### config.mk
export PLATFORM = sky130hd
export DESIGN_NAME = eth_mac_tx
export DESIGN_NICKNAME = d
export VERILOG_FILES = /design/src/rtl/eth_mac_tx.sv
export SDC_FILE = /design/constraint.sdc
export NUM_CORES = 1
export LEC_CHECK = 0
export CELL_PAD_IN_SITES_DETAIL_PLACEMENT = 0
export CELL_PAD_IN_SITES_GLOBAL_PLACEMENT = 2
export CORE_ASPECT_RATIO = 1.75
export CORE_MARGIN = 3
export CORE_UTILIZATION = 39
export CTS_CLUSTER_SIZE = 24
export DETAILED_ROUTE_END_ITERATION = 10
export HOLD_SLACK_MARGIN = 0.1
export MAX_ROUTING_LAYER = met4
export PLACE_DENSITY_LB_ADDON = 0.1
export SLEW_MARGIN = 15
export SYNTH_ARGS = -nofsm -noshare
export SYNTH_HDL_FRONTEND = slang
export SYNTH_SLANG_ARGS = --single-unit
### constraint.sdc
create_clock -name clk -period 3.1 [get_ports clk]
set_input_delay 0.31 -clock clk [delete_from_list [all_inputs] [get_ports clk]]
set_output_delay 0.31 -clock clk [all_outputs]
set_load 0.05 [all_outputs]
### src/rtl/eth_mac_tx.sv
// Ethernet MAC transmit stage: streams frame bytes to the PCS, zero-pads short
// frames, appends the CRC-32 FCS and enforces the inter-frame gap.
module eth_mac_tx #(
    parameter int MIN_DATA_BYTES = 60,
    parameter int IFG_CYCLES     = 12
) (
    input  logic        clk,
    input  logic        reset,
    input  logic        s_valid,
    input  logic [7:0]  s_data,
    input  logic        s_last,
    output logic        s_ready,
    output logic        tx_valid,
    output logic [7:0]  tx_data,
    output logic        tx_eof,
    input  logic        tx_pause,
    output logic        underrun,
    output logic [15:0] frames_sent
);

    typedef enum logic [2:0] {IDLE, DATA, PAD, FCS, IFG} state_t;

    localparam logic [11:0] MIN_W    = 12'(MIN_DATA_BYTES);
    localparam logic [15:0] IFG_LAST = 16'(IFG_CYCLES - 1);

    state_t      state_q, state_d;
    logic        tx_valid_q, tx_valid_d;
    logic [7:0]  tx_data_q, tx_data_d;
    logic        tx_eof_q, tx_eof_d;
    logic        underrun_q, underrun_d;
    logic [15:0] frames_q, frames_d;
    logic [31:0] crc_q, crc_d;
    logic [10:0] cnt_q, cnt_d;
    logic [1:0]  fcs_idx_q, fcs_idx_d;
    logic [15:0] ifg_cnt_q, ifg_cnt_d;
    logic        ifg_run_q, ifg_run_d;

    logic        load_en;
    logic        accept;
    logic [10:0] cnt_inc;
    logic [11:0] cnt_wide;
    logic        short_frame;
    logic [31:0] fcs;

    function automatic logic [31:0] crc_next(input logic [31:0] c, input logic [7:0] d);
        logic [31:0] r;
        r = c ^ {24'h0, d};
        for (int i = 0; i < 8; i++) begin
            r = r[0] ? ((r >> 1) ^ 32'hEDB88320) : (r >> 1);
        end
        return r;
    endfunction

    assign load_en     = ~tx_valid_q | ~tx_pause;
    assign s_ready     = ~reset & load_en & ((state_q == IDLE) | (state_q == DATA));
    assign accept      = s_valid & s_ready;
    assign cnt_inc     = (cnt_q == 11'h7FF) ? cnt_q : cnt_q + 11'd1;
    // Unsaturated count-after-load, so the pad decision never wraps.
    assign cnt_wide    = {1'b0, cnt_q} + 12'd1;
    assign short_frame = cnt_wide < MIN_W;
    assign fcs         = ~crc_q;

    always_ff @(posedge clk or posedge reset) begin
        if (reset) begin
            state_q    <= IDLE;
            tx_valid_q <= 1'b0;
            tx_data_q  <= 8'h00;
            tx_eof_q   <= 1'b0;
            underrun_q <= 1'b0;
            frames_q   <= 16'h0000;
            crc_q      <= 32'hFFFFFFFF;
            cnt_q      <= 11'd0;
            fcs_idx_q  <= 2'd0;
            ifg_cnt_q  <= 16'd0;
            ifg_run_q  <= 1'b0;
        end else begin
            state_q    <= state_d;
            tx_valid_q <= tx_valid_d;
            tx_data_q  <= tx_data_d;
            tx_eof_q   <= tx_eof_d;
            underrun_q <= underrun_d;
            frames_q   <= frames_d;
            crc_q      <= crc_d;
            cnt_q      <= cnt_d;
            fcs_idx_q  <= fcs_idx_d;
            ifg_cnt_q  <= ifg_cnt_d;
            ifg_run_q  <= ifg_run_d;
        end
    end

    always_comb begin
        state_d    = state_q;
        tx_valid_d = tx_valid_q;
        tx_data_d  = tx_data_q;
        tx_eof_d   = tx_eof_q;
        underrun_d = 1'b0;
        frames_d   = frames_q;
        crc_d      = crc_q;
        cnt_d      = cnt_q;
        fcs_idx_d  = fcs_idx_q;
        ifg_cnt_d  = ifg_cnt_q;
        ifg_run_d  = ifg_run_q;

        if (load_en) begin
            tx_valid_d = 1'b0;
            tx_eof_d   = 1'b0;
        end

        case (state_q)
            IDLE, DATA: begin
                if (accept) begin
                    tx_valid_d = 1'b1;
                    tx_data_d  = s_data;
                    crc_d      = crc_next(crc_q, s_data);
                    cnt_d      = cnt_inc;
                    state_d    = DATA;
                    if (s_last) begin
                        state_d   = short_frame ? PAD : FCS;
                        fcs_idx_d = 2'd0;
                    end
                end else if ((state_q == DATA) && load_en && !s_valid) begin
                    underrun_d = 1'b1;
                end
            end
            PAD: begin
                if (load_en) begin
                    tx_valid_d = 1'b1;
                    tx_data_d  = 8'h00;
                    crc_d      = crc_next(crc_q, 8'h00);
                    cnt_d      = cnt_inc;
                    if (!short_frame) begin
                        state_d   = FCS;
                        fcs_idx_d = 2'd0;
                    end
                end
            end
            FCS: begin
                if (load_en) begin
                    tx_valid_d = 1'b1;
                    tx_data_d  = 8'(fcs >> {fcs_idx_q, 3'b000});
                    fcs_idx_d  = fcs_idx_q + 2'd1;
                    if (fcs_idx_q == 2'd3) begin
                        tx_eof_d  = 1'b1;
                        state_d   = IFG;
                        ifg_run_d = 1'b0;
                    end
                end
            end
            IFG: begin
                // The gap starts at the eof handshake, not at the eof load.
                if (!ifg_run_q) begin
                    if (tx_valid_q && tx_eof_q && !tx_pause) begin
                        frames_d  = frames_q + 16'd1;
                        ifg_cnt_d = 16'd0;
                        if (IFG_CYCLES == 0) begin
                            state_d = IDLE;
                            crc_d   = 32'hFFFFFFFF;
                            cnt_d   = 11'd0;
                        end else begin
                            ifg_run_d = 1'b1;
                        end
                    end
                end else if (ifg_cnt_q == IFG_LAST) begin
                    state_d   = IDLE;
                    crc_d     = 32'hFFFFFFFF;
                    cnt_d     = 11'd0;
                    ifg_run_d = 1'b0;
                end else begin
                    ifg_cnt_d = ifg_cnt_q + 16'd1;
                end
            end
            default: state_d = IDLE;
        endcase
    end

    assign tx_valid    = tx_valid_q;
    assign tx_data     = tx_data_q;
    assign tx_eof      = tx_eof_q;
    assign underrun    = underrun_q;
    assign frames_sent = frames_q;

endmodule
# Word-level counts from Yosys, hierarchy flattened
# Cells that the tools add are included.
# W data, S select, Z words.
dict set report totals {
  in_bits 13
  mem_count 0
  out_inout_bits 28
  reg_bits 92
  latchBits 0
  mem_bits_rw 0
  romBits 0
  word_cells 148
}
dict set report op_classes {
  eq_ne 16
  div_mod_pow 0
  magnitude_cmp 1
  muxes 67
  n_addsub 5
  n_reduce_logical 20
  n_mul 0
  n_bitwise 27
  n_shift 1
}
# op n
set ops {}
lappend ops {{$mux W32} 20}
lappend ops {{$not A13 Y14} 16}
lappend ops {{$pmux W32 S3} 1}
lappend ops {{$mux W11} 5}
lappend ops {{$mux W16} 3}
lappend ops {{$pmux W11 S3} 1}
lappend ops {{$add A16 B1 Y16 const B} 2}
lappend ops {{$not A32 Y32} 1}
lappend ops {{$shr A32 B5 Y8} 1}
lappend ops {{$xor A32 B8 Y32} 1}
lappend ops {{$mux W8} 3}
lappend ops {{$pmux W8 S3} 1}
lappend ops {{$mux W3} 7}
lappend ops {{$ne A2 B2 Y1 const B} 9}
lappend ops {{$eq A16 B4 Y1 const B} 1}
lappend ops {{$mux W1} 16}
lappend ops {{$add A11 B1 Y12 const B} 1}
lappend ops {{$lt A12 B6 Y1 const B} 1}
lappend ops {{$mux W2} 6}
lappend ops {{$pmux W3 S4} 1}
lappend ops {{$add A11 B1 Y11 const B} 1}
lappend ops {{$eq A11 B11 Y1 const B} 1}
lappend ops {{$reduce_and A3 Y1} 3}
lappend ops {{$reduce_and A7 Y1} 1}
lappend ops {{other kinds (19)} 34}

# Depth between registers and ports, before layout
# Gate-level depths: netlist of the first run.
dict set report logic_depth {
  word_depth 19
  ltp_mapped 9
  depth_no_buf 6
}

# Least setup slack after synthesis of the first run
# OpenSTA, ideal clock, no wires.
dict set report synth_timing {
  kind {register to output}
  from {reg tx_valid_q (netlist: tx_valid)}
  to {out s_ready}
  n_path_buf 0
  t_arrival_ns 1.959
  setup_slack_ns 0.831
  path_stages_with_launch 3
  path_cell_list {dfrtp_1 > a21o_1 > nor3_1}
}
dict set report synth_via {
  elab_chain_len 4
}
# element line
set synth_lines {}
lappend synth_lines {{start: declaration} 27} ;# logic tx_valid_q, tx_valid_d;
lappend synth_lines {{start signal: assignment} 78} ;# tx_valid_q <= tx_valid_d;
lappend synth_lines {{$not A1 Y1} 54} ;# assign load_en = ~tx_valid_q | ~tx_pause;
lappend synth_lines {{$or A1 B1 Y1} 54}
lappend synth_lines {{$and A1 B1 Y1 (2 in a row)} 55} ;# assign s_ready = ~reset & load_en & ((state_q == IDLE) | (state_q == DATA));
lappend synth_lines {{end: declaration} 12} ;# output logic s_ready,
# Every way passes these cells.

# Worst setup path after layout of the first run
dict set report layout_timing {
  from {reg crc_q[7]}
  to {reg crc_q[20]}
}
dict set report layout_via {
  elab_chain_len 12
  elab_cells_between_ends 22
  cone_classes {19 x mux; 3 x bitwise}
}
# element line
set layout_lines {}
lappend layout_lines {{start: declaration} 32} ;# logic [31:0] crc_q, crc_d;
lappend layout_lines {{start signal: assignment} 83} ;# crc_q <= crc_d;
lappend layout_lines {{$xor A32 B8 Y32} 47} ;# r = c ^ {24'h0, d};
lappend layout_lines {{$mux W32} 49} ;# r = r[0] ? ((r >> 1) ^ 32'hEDB88320) : (r >> 1);
lappend layout_lines {{$not A13 Y14 (no source line)} n/a}
lappend layout_lines {{$mux W32 (7 in a row)} 49}
lappend layout_lines {{$mux W32} 111} ;# if (accept) begin
lappend layout_lines {{$pmux W32 S3 (*)} 109} ;# case (state_q)
# Every way passes the cells marked *; elsewhere a longest branch is shown, timed or not. The select of a mux whose other input is x is not followed.
# A chain may end at the register's enable or synchronous reset.

==> impl_metrics.csv, run 1 <==
group,metric,value,unit
min_path,hp-class,"input port to async pin",
detailed_routing,dr.first_iter.drc_count,260,
synth,async_flop_share,1.00,
sta,rsz0062_at_grt,"false",
synth,syn_nets,654,
critical_path,cp-start-kind,"flop",
pwr,power.switching,4660,µW
detailed_routing,vias,5080,
pwr,p_seq_frac,0.230,
critical_path,r2r_start,"crc_q[7]",
place,globalplace.congestion,0.990,
synth,synth_edf_count,0,
sta,slew_viol_final,0,
clock_tree,cts_resized,0,
pwr,p_per_area,1430,nW/µm²
clock_tree,postCtsHoldBufs,0,
synth,yosysUniqueCellTypes,70,
global_routing,track_usage,0.228,
critical_path,crit_top_cell,"xnor2_4",
finish,fin_area,7370,µm²
critical_path,path_max_fanout,7,
clock_tree,insertion_delay,0.34,ns
synth,synth_top_area_share,0.235,
global_routing,grt_pass1_vias,5181,
sta,max_freq,402,MHz
pwr,pwr-share-comb,0.656,
place,io_buffers,40,
clock_tree,cts_made_buffers,9,
clock_tree,cts_tree,"yes",
place,dpl_cell_area,7050,µm²
detailed_routing,wl_per_cell,22.1,µm
finish,diodes,0,
sta,layout_min_cycle_time,2.49,ns
clock_tree,cts_setup_buffers,0,
critical_path,r2r_slack,0.61,ns
pwr,peakVddDrop,0.785,mV
critical_path,worstSetupStartpoint,"crc_q[7]",
finish,area_growth,15.4,%
die,rows,61,
die,dieArea,18000,µm²
detailed_routing,drt_wl_total,19300,µm
synth,ys_seq_area_frac,0.367,
clock_tree,cts_sinks,92,
critical_path,critical_path.top_delay_family,"XOR/XNOR gates",
sta,finalSetupViolCount,0,
pwr,power_frac_clock,0.114,
detailed_routing,first_pass_iters,5,
synth,postSynthCellCount,637,
clock_tree,cts_max_level,3,
sta,hold_ws,0.366,ns
critical_path,timing.rr.end,"crc_q[20]",
critical_path,rr_worst_depth,5,
detailed_routing,remaining_drc_errors,0,
synth,netlist_area,6380,µm²
global_routing,grt_pass1_wl,30000,µm
run,maxCapViolCount,0,
critical_path,cp.buffers_inverters,0,
synth,yosysTopAreaCell,"dfrtp_1",
global_routing,overflow,0,
critical_path,required,3.36,ns
sta,fin_worst_skew,0.00432,ns
global_routing,grt_antenna_before_repair,0,
clock_tree,clockBufferDepth,2,
pwr,p_leak,0.00290,µW
critical_path,cp.arrival,2.75,ns
synth,synthTopCellsByArea,"dfrtp_1, dfstp_2, xnor2_1, xnor3_1, xor2_1",
critical_path,cpPeakStageDelay,0.73,ns
sta,tightest_slew,1.10,ns
critical_path,slowest_stage,"dfstp_2",
detailed_routing,ant_nets,0,
die,die_w,103,µm
critical_path,crit_chain,"xnor2_4, xnor2_4, xnor3_1, or4_1, a2bb2oi_1",
critical_path,cp-end-kind,"flop",
global_routing,grt_max_degree,40,
synth,ys_ff_latch,92,
sta,min_period_over_period,0.803,
outcome,outcome,"finished, final reports clean",
sta,slew_headroom,0.262,
pwr,intPower,5860,µW
sta,final_hold_viol_count,0,
pwr,swShare,0.443,
clock_tree,cts_root_buffer,"clkbuf_16",
die,core_area,16000,µm²
finish,layout-drive-gt1-share,0.157,
critical_path,path_class,"flop to flop",
finish,final_nets,696,
synth,synth_commonest_cells,"xnor2_1, dfrtp_1, nand2_1, nor2_1, dfstp_2",
synth,yosysMostFrequentCell,"xnor2_1",
synth,ys.flop_type,"dfrtp_1",
finish,postLayoutCoreUtil,0.462,
clock_tree,clk_pin_slew_worst_paths,0.07,ns
die,fp.dieH,175,µm
synth,yosys_warnings,0,
synth,avgSynthCellArea,10.0,µm²
die,start_util,0.400,
die,io_pins,41,
sta,fin_tns_setup,0,ns
detailed_routing,viasPerCell,5.83,
place,hpwlAfterDp,14400,µm
==> layer usage <==
| metal | vias to the layer above | share of wire | global-route usage | routed length (µm) |
|---|---|---|---|---|
| li1 | 2377 | - | - | - |
| met1 | 2533 | 0.38 | 0.245 | 7380 |
| met2 | 119 | 0.53 | 0.389 | 10300 |
| met3 | 51 | 0.024 | 0.0318 | 462 |
| met4 | 0 | 0.063 | 0.134 | 1210 |
| met5 | - | 0 | - | 0 |
==> power groups by stage <==
stage	sequential, µW	combinational (µW)	clock, µW
after CTS	2420	6910	1230
final	2420	6900	1200
after global routing	2480	7390	1290
after global placement	2420	6870	0
after detailed placement	2430	6850	0
after floorplan	2200	5350	0
==> flip-flops by register name, indices dropped and copies added (netlist names), named ones only <==
| signal | flops |
|---|---|
| cnt_q | 11 |
| crc_q | 32 |
| fcs_idx_q | 2 |
| frames_sent | 16 |
| ifg_cnt_q | 16 |
| ifg_run_q | 1 |
| state_q | 3 |
| tx_data | 8 |
| tx_valid | 1 |
| underrun | 1 |
==> logic make-up after synthesis <==
group | synth area share
simple gates | 0.156
mux | 0.0392
fa+ha+maj | 0.00784
compound gates | 0.151
flops | 0.367
buf+inv | 0.0363
xor+xnor | 0.243
==> area by class of cell <==
type / count / area [µm²]
inverter: 11 / 42.5
fill: 1499 / 8580
multi-input combinational: 496 / 3810
sequential: 92 / 2340
clock inverter: 6 / 88.8
timing repair buffer: 69 / 618
tap: 189 / 236
clock buffer: 9 / 225
==> metrics by stage <==
step | worst slack, ns | total power, µW | std cells
2_1_floorplan | 0.451 | 7550 | 637
3_3_place_gp | 0.360 | 9290 | 857
3_5_place_dp | 0.395 | 9280 | 857
4_1_cts | 0.615 | 10600 | 872
5_1_grt | 0.264 | 11200 | 872
6_report | 0.612 | 10500 | 872
==> worst register-to-register path, stage by stage (launching register included) <==
cell and delay (ns):
dfstp_2 0.73, xnor2_4 0.21, xnor2_4 0.33, xnor3_1 0.54, or4_1 0.43, a2bb2oi_1 0.17
==> worst max path at each step <==
stage                           end  cells after the start
final                     crc_q[20]                      5
after global routing      crc_q[30]                      7
after CTS                 crc_q[19]                      7
after detailed placement   crc_q[2]                      6
after global placement     crc_q[2]                      6
after floorplan           async pin                      1
==> placed cells by master (no fill, tap or decap), types with 4 or more instances in the layout <==
cell,count
a21o_1,6
a21oi_1,30
a2bb2oi_1,13
a31oi_1,5
and3_1,10
and4_1,4
buf_4,29
clkbuf_16,9
clkdlybuf4s50_1,40
dfrtp_1,60
dfstp_2,32
ha_1,4
inv_1,10
mux2_2,5
mux4_2,7
nand2_1,48
nand2b_1,4
nand3_1,18
nand4_1,12
nor2_1,40
nor2b_1,7
nor3_1,13
nor4_1,10
o21a_1,8
o21ai_0,28
o221ai_1,7
o31ai_1,5
o41ai_1,7
or3_1,8
xnor2_1,90
xnor2_2,5
xnor3_1,12
xor2_1,30
No activity file was read; power rests on OpenSTA's default activity.
==> run 2, diff against run 1 <==
- CORE_UTILIZATION: 39 -> 35
- clock period: 3.1 -> 2.1 ns (I/O delays scaled with it)
==> impl_metrics.csv, run 2 (synthesized netlist as in run 1, its figures left out) <==
group,metric,value,unit
detailed_routing,drt_wl_total,20800,µm
die,io_pins,41,
sta,rsz0062_at_grt,"true",
critical_path,r2r_slack,0.02,ns
sta,hold_ws,0.386,ns
finish,layout_commonest_cell,"buf_4",
sta,finalSetupViolCount,0,
critical_path,cp.arrival,2.37,ns
finish,top_register,"crc_q",
finish,final_nets,792,
pwr,p_seq_frac,0.203,
critical_path,slowest_stage,"dfrtp_2",
clock_tree,cts_sinks,92,
pwr,swShare,0.422,
clock_tree,cts_max_level,3,
global_routing,track_usage,0.221,
critical_path,required,2.39,ns
finish,final_cell_mix,"buf_4, xnor2_1, dfrtp_1, nand2_1",
min_path,hp-class,"input port to async pin",
finish,diodes,0,
global_routing,overflow,0,
global_routing,grt_max_degree,43,
critical_path,r2r_start,"cnt_q[3]",
sta,tightest_slew,0.705,ns
finish,postLayoutCoreUtil,0.479,
sta,min_period_over_period,0.990,
detailed_routing,viasPerCell,5.45,
critical_path,crit_chain,"nand4_1, or4_4, o211a_1, nor4_4, buf_4, a311o_1",
critical_path,cp-start-kind,"flop",
detailed_routing,first_pass_iters,5,
detailed_routing,dr.first_iter.drc_count,274,
pwr,power_frac_clock,0.099,
outcome,outcome,"finished, final reports clean",
global_routing,grt_pass1_vias,5792,
critical_path,timing.rr.end,"fcs_idx_q[0]",
die,fp.dieH,185,µm
detailed_routing,vias,5514,
place,dpl_cell_area,7850,µm²
place,dp_cells,984,
pwr,power.switching,7310,µW
place,globalplace.congestion,0.884,
finish,layout-drive-gt1-share,0.313,
run,maxCapViolCount,0,
critical_path,path_class,"flop to flop",
place,io_buffers,40,
die,rows,64,
pwr,pwr-share-comb,0.698,
pwr,p_per_area,2040,nW/µm²
finish,area_growth,32.6,%
die,core_area,17700,µm²
global_routing,grt_antenna_before_repair,0,
detailed_routing,wl_per_cell,20.5,µm
die,die_w,108,µm
pwr,p_leak,0.00344,µW
sta,max_freq,481,MHz
clock_tree,cts_tree,"yes",
finish,instances_no_fill,1011,
finish,largest_reg_flops,32,
clock_tree,cts_made_buffers,9,
die,dieArea,20000,µm²
critical_path,cpPeakStageDelay,0.44,ns
pwr,peakVddDrop,1.39,mV
critical_path,rr_worst_depth,6,
place,hpwlAfterDp,15900,µm
clock_tree,postCtsHoldBufs,0,
die,start_util,0.361,
sta,layout_min_cycle_time,2.08,ns
sta,slew_headroom,0.530,
critical_path,cp-end-kind,"flop",
clock_tree,cts_root_buffer,"clkbuf_16",
detailed_routing,ant_nets,0,
detailed_routing,remaining_drc_errors,0,
clock_tree,clk_pin_slew_worst_paths,0.07,ns
clock_tree,clockBufferDepth,2,
sta,final_hold_viol_count,0,
sta,fin_worst_skew,0.00951,ns
global_routing,grt_pass1_wl,32300,µm
clock_tree,insertion_delay,0.35,ns
pwr,intPower,10000,µW
sta,slew_viol_final,0,
critical_path,path_max_fanout,9,
finish,fin_area,8470,µm²
## run 2: cell types whose count changed in the layout (fill, tap and decap cells not counted), sizes merged
cell	delta
buf	+97
clkdlybuf4s50	-1
bufinv	-1
clkbuf	+2
## run 2: stage by stage
step	setup TNS (ns)	total power (µW)	setup WS [ns]
2_1_floorplan	-0.0114	11200	-0.0114
3_3_place_gp	-2.76	15200	-0.254
3_5_place_dp	-3.78	15300	-0.286
4_1_cts	0	17100	0.00242
5_1_grt	-0.199	18400	-0.0392
6_report	0	17300	0.0219
## run 2: cell type report
class / instances / area, µm²
flip-flops and latches: 92 / 2350
clock inverters: 5 / 61.3
inverters: 11 / 45.0
well taps: 231 / 289
multi-input cells: 496 / 4040
clock buffers: 11 / 243
repair buffers: 165 / 1440
fillers: 1673 / 9230
## run 2: power by group through the flow
stage | clock network, µW | logic [µW] | registers [µW]
global route | 1840 | 12900 | 3590
global placement | 0 | 11700 | 3490
finish | 1720 | 12100 | 3510
detailed placement | 0 | 11800 | 3510
floorplan | 0 | 7910 | 3240
CTS | 1790 | 11900 | 3480
## run 2: worst max-delay path, delay by kind of cell, from the launching register on
| kind | cells | cell delay [ns] |
|---|---|---|
| flip-flops | 1 | 0.44 |
| buffers and inverters | 1 | 0.20 |
| AND/OR/NAND/NOR | 3 | 0.95 |
| AO/OA/AOI/OAI | 2 | 0.43 |
## run 2: what timing repair did
action / CTS / global route
pin swaps: 1 / 16
endpoints found under the setup margin: 25 / 44
setup buffers: 1 / 10
gates resized for setup: 4 / 45
## run 2: routing by layer
metal  part of all wire  vias up  global-route usage
met3              0.030       53              0.0259
met5                  0        -                   -
met2               0.56      143               0.394
met1               0.35     2753               0.226
li1                   -     2565                   -
met4              0.061        0               0.141
## run 2: worst max-delay path by stage
| stage | start | endpoint | slack (ns) | cells past startpoint |
|---|---|---|---|---|
| after global routing | cnt_q[1] | fcs_idx_q[1] | -0.04 | 7 |
| after detailed placement | cnt_q[3] | state_q[0] | -0.29 | 6 |
| after floorplan | crc_q[5] | crc_q[17] | -0.01 | 6 |
| final | cnt_q[3] | fcs_idx_q[0] | 0.02 | 6 |
| after CTS | ifg_cnt_q[0] | ifg_cnt_q[13] | 0.002 | 8 |
| after global placement | cnt_q[3] | state_q[0] | -0.25 | 6 |
